--- config.mk ---
export PLATFORM = sky130hd
export DESIGN_NAME = cdpga_uart_rx
export DESIGN_NICKNAME = d
export VERILOG_FILES = /design/src/rtl/cdpga_uart_rx.sv
export SDC_FILE = /design/constraint.sdc
export NUM_CORES = 1
export LEC_CHECK = 0
export ABC_AREA = 1
export CAP_MARGIN = 20
export CORE_UTILIZATION = 42
export CTS_BUF_LIST = sky130_fd_sc_hd__clkbuf_2 sky130_fd_sc_hd__clkbuf_4 sky130_fd_sc_hd__clkbuf_8
export CTS_CLUSTER_DIAMETER = 150
export CTS_CLUSTER_SIZE = 14
export DETAILED_ROUTE_END_ITERATION = 7
export MAX_ROUTING_LAYER = met4
export PLACE_DENSITY = 0.63
export SYNTH_ARGS = -nofsm -noshare
export SYNTH_HDL_FRONTEND = slang
export SYNTH_SLANG_ARGS = --single-unit
--- constraint.sdc ---
create_clock -name clk_i -period 2.95 [get_ports clk_i]
set_clock_uncertainty 0.1 [all_clocks]
set_input_delay 0.4425 -clock clk_i [delete_from_list [all_inputs] [get_ports clk_i]]
set_output_delay 0.4425 -clock clk_i [all_outputs]
set_load 0.05 [all_outputs]
--- src/rtl/cdpga_uart_rx.sv ---
// 8N1 serial receiver: synchronizes and majority-filters rx, recovers bytes, flags framing errors.
// Optional bus-idle detector built when RX_IDLE_DETECT_EN is defined; otherwise idle_o is tied low.
module cdpga_uart_rx #(
   parameter int CLK_DIV   = 139,
   parameter int IDLE_BITS = 10
) (
   input  logic       clk_i,
   input  logic       rst_i,
   input  logic       rx,
   output logic [7:0] data_o,
   output logic       data_vld_o,
   output logic       err_o,
   output logic       busy_o,
   output logic       idle_o
);

   typedef enum logic [2:0] {
      ST_IDLE,
      ST_START,
      ST_DATA,
      ST_STOP,
      ST_BREAK
   } state_t;

   localparam logic [15:0] SAMPLE_PT = 16'(CLK_DIV / 2);
   localparam logic [15:0] LAST_CNT  = 16'(CLK_DIV - 1);

   logic [1:0]  sync_q, sync_d;
   logic [2:0]  hist_q, hist_d;
   logic [1:0]  flush_q, flush_d;
   state_t      state_q, state_d;
   logic [15:0] cnt_q, cnt_d;
   logic [3:0]  bit_q, bit_d;
   logic [7:0]  shift_q, shift_d;
   logic [7:0]  data_q, data_d;
   logic        vld_q, vld_d;
   logic        err_q, err_d;

   logic rx_s;
   logic filt;
   logic fall;
   logic samp;
   logic wrap;

   assign rx_s = sync_q[1];
   assign filt = (hist_q[0] & hist_q[1]) | (hist_q[0] & hist_q[2]) | (hist_q[1] & hist_q[2]);
   // Sync stages reset high, so an edge is only trusted once real pin data has flushed through.
   assign fall = (flush_q == 2'd3) & hist_q[0] & ~rx_s;
   assign samp = (cnt_q == SAMPLE_PT);
   assign wrap = (cnt_q == LAST_CNT);

   always_comb begin
      sync_d  = {sync_q[0], rx};
      hist_d  = {hist_q[1:0], rx_s};
      flush_d = (flush_q == 2'd3) ? flush_q : flush_q + 2'd1;
   end

   always_comb begin
      state_d = state_q;
      cnt_d   = wrap ? 16'd0 : cnt_q + 16'd1;
      bit_d   = bit_q;
      shift_d = shift_q;
      data_d  = data_q;
      vld_d   = 1'b0;
      err_d   = 1'b0;
      case (state_q)
         ST_IDLE: begin
            cnt_d = 16'd0;
            bit_d = 4'd0;
            if (fall) state_d = ST_START;
         end
         ST_START: begin
            if (samp && filt) begin
               state_d = ST_IDLE;
            end else if (wrap) begin
               state_d = ST_DATA;
               bit_d   = 4'd0;
            end
         end
         ST_DATA: begin
            if (samp) begin
               shift_d = {filt, shift_q[7:1]};
               bit_d   = bit_q + 4'd1;
            end
            if (wrap && bit_q == 4'd8) state_d = ST_STOP;
         end
         ST_STOP: begin
            // Leave at the sample point so a following start bit is not missed.
            if (samp) begin
               if (filt) begin
                  data_d  = shift_q;
                  vld_d   = 1'b1;
                  state_d = ST_IDLE;
               end else begin
                  err_d   = 1'b1;
                  state_d = ST_BREAK;
               end
            end
         end
         ST_BREAK: begin
            cnt_d = 16'd0;
            if (rx_s) state_d = ST_IDLE;
         end
         default: state_d = ST_IDLE;
      endcase
   end

   always_ff @(posedge clk_i or posedge rst_i) begin
      if (rst_i) begin
         sync_q  <= 2'b11;
         hist_q  <= 3'b111;
         flush_q <= 2'd0;
         state_q <= ST_IDLE;
         cnt_q   <= 16'd0;
         bit_q   <= 4'd0;
         shift_q <= 8'h00;
         data_q  <= 8'h00;
         vld_q   <= 1'b0;
         err_q   <= 1'b0;
      end else begin
         sync_q  <= sync_d;
         hist_q  <= hist_d;
         flush_q <= flush_d;
         state_q <= state_d;
         cnt_q   <= cnt_d;
         bit_q   <= bit_d;
         shift_q <= shift_d;
         data_q  <= data_d;
         vld_q   <= vld_d;
         err_q   <= err_d;
      end
   end

   assign data_o     = data_q;
   assign data_vld_o = vld_q;
   assign err_o      = err_q;
   assign busy_o     = (state_q != ST_IDLE);

`ifdef RX_IDLE_DETECT_EN
   localparam int IDLE_MAX = IDLE_BITS * CLK_DIV;
   localparam int IW       = $clog2(IDLE_MAX + 1);

   logic [IW-1:0] idle_cnt_q, idle_cnt_d;

   always_comb begin
      idle_cnt_d = idle_cnt_q;
      if (!rx_s)
         idle_cnt_d = '0;
      else if (idle_cnt_q != IW'(IDLE_MAX))
         idle_cnt_d = idle_cnt_q + 1'b1;
   end

   // Reset loads the saturated value so the bus reads idle straight out of reset.
   always_ff @(posedge clk_i or posedge rst_i) begin
      if (rst_i) idle_cnt_q <= IW'(IDLE_MAX);
      else       idle_cnt_q <= idle_cnt_d;
   end

   assign idle_o = (idle_cnt_q == IW'(IDLE_MAX));
`else
   logic unused_idle_cfg;
   assign unused_idle_cfg = ^32'(IDLE_BITS);
   assign idle_o = 1'b0;
`endif

endmodule
======== After elaboration in Yosys (flattened, before gate mapping) ========
Cells that the tools add are included.
cells by class
  add/sub/neg operators ................... 3
  equality and inequality tests ........... 16
  mux-type cells .......................... 20
  bitwise operators ....................... 8
  reduce and logical (&&, ||, !) cells .... 10
operators by type and width
  kind                                                   count
  two-way mux 16 bit                                     2
  two-way mux 3 bit                                      7
  adder 16 x 1 -> 16 bit (second input constant)         1
  equality test 16 x 7 -> 1 bit (second input constant)  1
  equality test 16 x 8 -> 1 bit (second input constant)  1
  one-hot mux 3 bit (5 select lines)                     1
  != test 2 bit (second input constant)                  7
  two-way mux 4 bit                                      3
  one-hot mux 4 bit (3 select lines)                     1
  equality test 3 x 2 -> 1 bit (second input constant)   2
  two-way mux 1 bit                                      6
  nonzero test 3 bit                                     2
  bitwise AND 1 bit                                      5
  AND reduction 5 bit                                    1
  adder 4 x 1 -> 4 bit (second input constant)           1
  equality test 4 bit (second input constant)            1
  AND reduction 4 bit                                    1
  equality test 3 x 1 -> 1 bit (second input constant)   1
  equality test 3 bit (second input constant)            1
  logical NOT 3 bit                                      1
  != test 3 bit (second input constant)                  1
  AND reduction 3 bit                                    1
  adder 2 x 1 -> 2 bit (second input constant)           1
  equality test 2 bit (second input constant)            1
  5 further kinds                                        7
storage, ports and cells
  bits in registers ....................... 48
  input port bits ......................... 3

======== Depth between registers and ports, before layout ========
  word-level depth ........................ 6
  depth in mapped cells ................... 12

======== Least setup slack after synthesis ========
OpenSTA, ideal clock, no wires.
  path kind ............................... reg2reg
  start ................................... reg cnt_q[1]
  end ..................................... reg data_q[2] (netlist: data_o[2])
  setup time .............................. 0.119 ns
  arrival time ............................ 1.359 ns
  required time ........................... 2.731 ns
  slack ................................... 1.372 ns
  cell stages (with the launch flop) ...... 11
  period minus slack after synthesis ...... 1.578 ns
  cell sequence ........................... dfrtp_1 > inv_1 > ha_1 > nand3_1 > nor2_4 > nand2_4 > nor2_4 > nand2_4 > buf_6 > nand2_2 > o21ai_2
between the ends
  word-level cells in the longest chain between the ends .. 2
RTL lines
  element                        line  source
  start, declared                32    logic [15:0] cnt_q, cnt_d;
  start signal, assigned         125   cnt_q <= cnt_d;
  equality test 16 x 7 -> 1 bit  49    assign samp = (cnt_q == SAMPLE_PT);
  AND reduction 3 bit (no line)  --
  end signal, assigned           128   data_q <= data_d;
  end, declared                  35    logic [7:0] data_q, data_d;
Every way passes these cells.
A chain may end at the register's enable or synchronous reset.

======== Worst setup path after layout ========
  start ................................... reg state_q[0]
  end ..................................... out busy_o
between the ends
  word-level cells in the longest chain between the ends .. 1
RTL lines
  element                 line  source
  start, declared         31    state_t state_q, state_d;
  start signal, assigned  124   state_q <= state_d;
  nonzero test 3 bit      137   assign busy_o = (state_q != ST_IDLE);
  end, declared           13    output logic busy_o,
Every way passes these cells.

==> metrics <==
Worst Max-Slew Pin Slew=0.499 ns; sequential share of power=0.433; io pins=15; TritonCTS Sinks=48; register area share after synthesis=0.517; FF-to-FF setup slack=1.24 ns; cells on worst reg2reg path=8; Vias/cell=4.78; drt first-iter violations=67; cell area power density=658 nW/um2; Post-Place Cells=349; Reg-to-Reg Start=cnt_q[0]$_DFF_PP0_; final non-filler cell total=357; clk buf depth=2; postcts setup bufs=0; Critical Path Sink Type=output pin; nets@finish=295; first-pass GRT wire length=7.62 mm; P_int=1190 uW; WHS Path Cells=0; critical path type=register to output pin; Die ar.=5860 um2; Tot Pwr=1770 uW; met2 usage=0.260; proportion of power drawn by the clock network=0.325; switching power=579 uW; CP required=2.41 ns; 1st-pass router iterations=4; GRT Max-Usage Layer=met2; unrepaired setup endpoints after global routing=no; #FFs+latches synth=48; Syn Inst Count=268; placer congestion estimate=0.849; top cell type's share of synthesized area=0.461; Final WS setup=0.550 ns; Synth Warn #=0; fmax=417 MHz; post-synth net total=277; Worst VDD drop=300 uV; worst path cell trace=nor2_2 > nand2_1 > clkdlybuf4s50_1; area grow syn2layout=15.0%; CTS tree=built; EDFF count, synth=0; Clock transition at path regs=0.09 ns; Max Cap Viol=0; # hold bufs at CTS=0; largest net degree at the start of global routing=49; met1 Usage GRT=0.216; top cells by area, synth=dfrtp_1, nand2_1, nor2_1; Post-Route Setup TNS=0 ns; CTS Buf Count=5; H-tree Lvls=2; worst skew pair latency=0.30 ns; post-DR wirelength/cell=11.7 um; Async SR Flop Fraction=1.00; most frequent cells in the layout=nand2_1, dfrtp_1, nor2_1; die extent in x=76.6 um; grt met3 use=0.0359; Hold EP=sync_q[1]$_DFF_PP1_; initial antenna violation count=0; antenna diode count=0; DR vias=1707; switch share=0.328; DP HPWL=2.97 mm; Cell Rows=26; Mapped Avg Cell Area=8.71 um2; Mapped Area=2330 um2; CP max stage delay=0.71 ns; status=completed; count of final hold-check violations=0; Core ar.=5240 um2; ANT nets after route=0; commonest non-fill, non-tap cell in the layout=nand2_1; final-report setup violation count=0; synth unique cells=31; worst r2r dst=cnt_q[9]$_DFF_PP0_; Tot GR Track Use=0.169; vias in the first global route=1730; layout cells sized above 1=0.143; IO buf count=13; Critical Path AT=1.86 ns; drt drc=0; Routed WL=4.17 mm; min cycle time layout=2.40 ns; Resize count post-CTS=0; Tcrit/Tclk final=0.813; crit path from=state_q[0]$_DFFE_PP0P_; post-layout util=0.512; worst relative slew slack=0.666; cell at the slowest stage of the critical path=clkdlybuf4s50_1; filler cell count in the final layout=486; CP Launch Type=register; Comb power frac=0.242; critical path peak fanout=10; aggregate global routing overflow=0; Setup WS pre-CTS=0.869 ns; Root Driver=clkbuf_8; leading area contributor after synthesis=dfrtp_1; Hold Path Origin=sync_q[0]$_DFF_PP1_; Slew Viols, Final=0; ys flop type=dfrtp_1; chip height=76.6 um; Pleak=0.00120 uW; Initial Utilization=0.446; hold crit path type=register to register
-- state kept, by name, summed over array words and instances, names as in the netlist, 2 cells and up --
| register | cells |
|---|---|
| bit_q | 4 |
| cnt_q | 16 |
| data_o | 8 |
| flush_q | 2 |
| hist_q | 3 |
| shift_q | 8 |
| state_q | 3 |
| sync_q | 2 |
-- metal layers --
metal / share of wire / wire (um) / vias up
met1: 0.50 / 2100 / 795
met4: 0.017 / 70 / 0
li1: - / - / 880
met2: 0.45 / 1880 / 25
met5: 0 / 0 / -
met3: 0.027 / 111 / 7
-- metrics by stage --
step / hold slack [ns] / area [um2]
4_1_cts: 0.263 / 2680
6_report: 0.261 / 2680
5_1_grt: 0.268 / 2680
2_1_floorplan: 0.245 / 2330
3_3_place_gp: 0.246 / 2550
3_5_place_dp: 0.249 / 2550
-- area by class of cell --
class                   count  area (um2)  share of cell area
clock inverters             3        68.8              0.0256
flip-flops and latches     48        1210               0.450
repair buffers             14         150              0.0559
inverters                  31         116              0.0434
well taps                  70        87.6              0.0326
clock buffers               5        68.8              0.0256
multi-input cells         186         985               0.367
-- power groups by stage --
stage	combinational [uW]	sequential, uW	clock (uW)
6_report	427	766	574
5_1_grt	506	775	612
4_1_cts	436	767	589
3_5_place_dp	435	780	0
3_3_place_gp	438	774	0
2_1_floorplan	346	766	0
-- kinds of logic (layout without fill, tap and decap cells) --
family,Yosys count,after routing,synth area share
multiplexers,1,1,0.00482
XOR/XNOR,8,8,0.0300
AND/OR/NAND/NOR,141,141,0.272
buffers and inverters,34,53,0.0611
other,1,1,0.00161
adder cells (fa/ha/maj),6,6,0.0322
flip-flops,48,48,0.517
AO/OA/AOI/OAI,29,29,0.0809
-- worst max-delay path: cells and delay by family, from the launching register on --
kind          cells  cell delay, ns
simple gates      2            0.42
buf+inv           1            0.71
flops             1            0.44
-- worst max path at each step --
stage | end | depth (start not counted)
final | busy_o | 3
after global routing | busy_o | 3
after CTS | busy_o | 3
after detailed placement | busy_o | 3
after global placement | busy_o | 3
after floorplan | bit_q[0]$_DFFE_PP0P_ | 1
-- synth_stat cells (all sizes together) (2+ instances only) --
| master | instances |
|---|---|
| ha | 6 |
| nand3 | 14 |
| a21oi | 5 |
| xnor2 | 3 |
| buf | 3 |
| nor3 | 10 |
| nor3b | 2 |
| nand2 | 70 |
| dfstp | 5 |
| dfrtp | 43 |
| o21a | 3 |
| inv | 31 |
| a31oi | 2 |
| xor2 | 5 |
| o21ai | 18 |
| nor2 | 43 |
(Power assumes the default switching activity.)
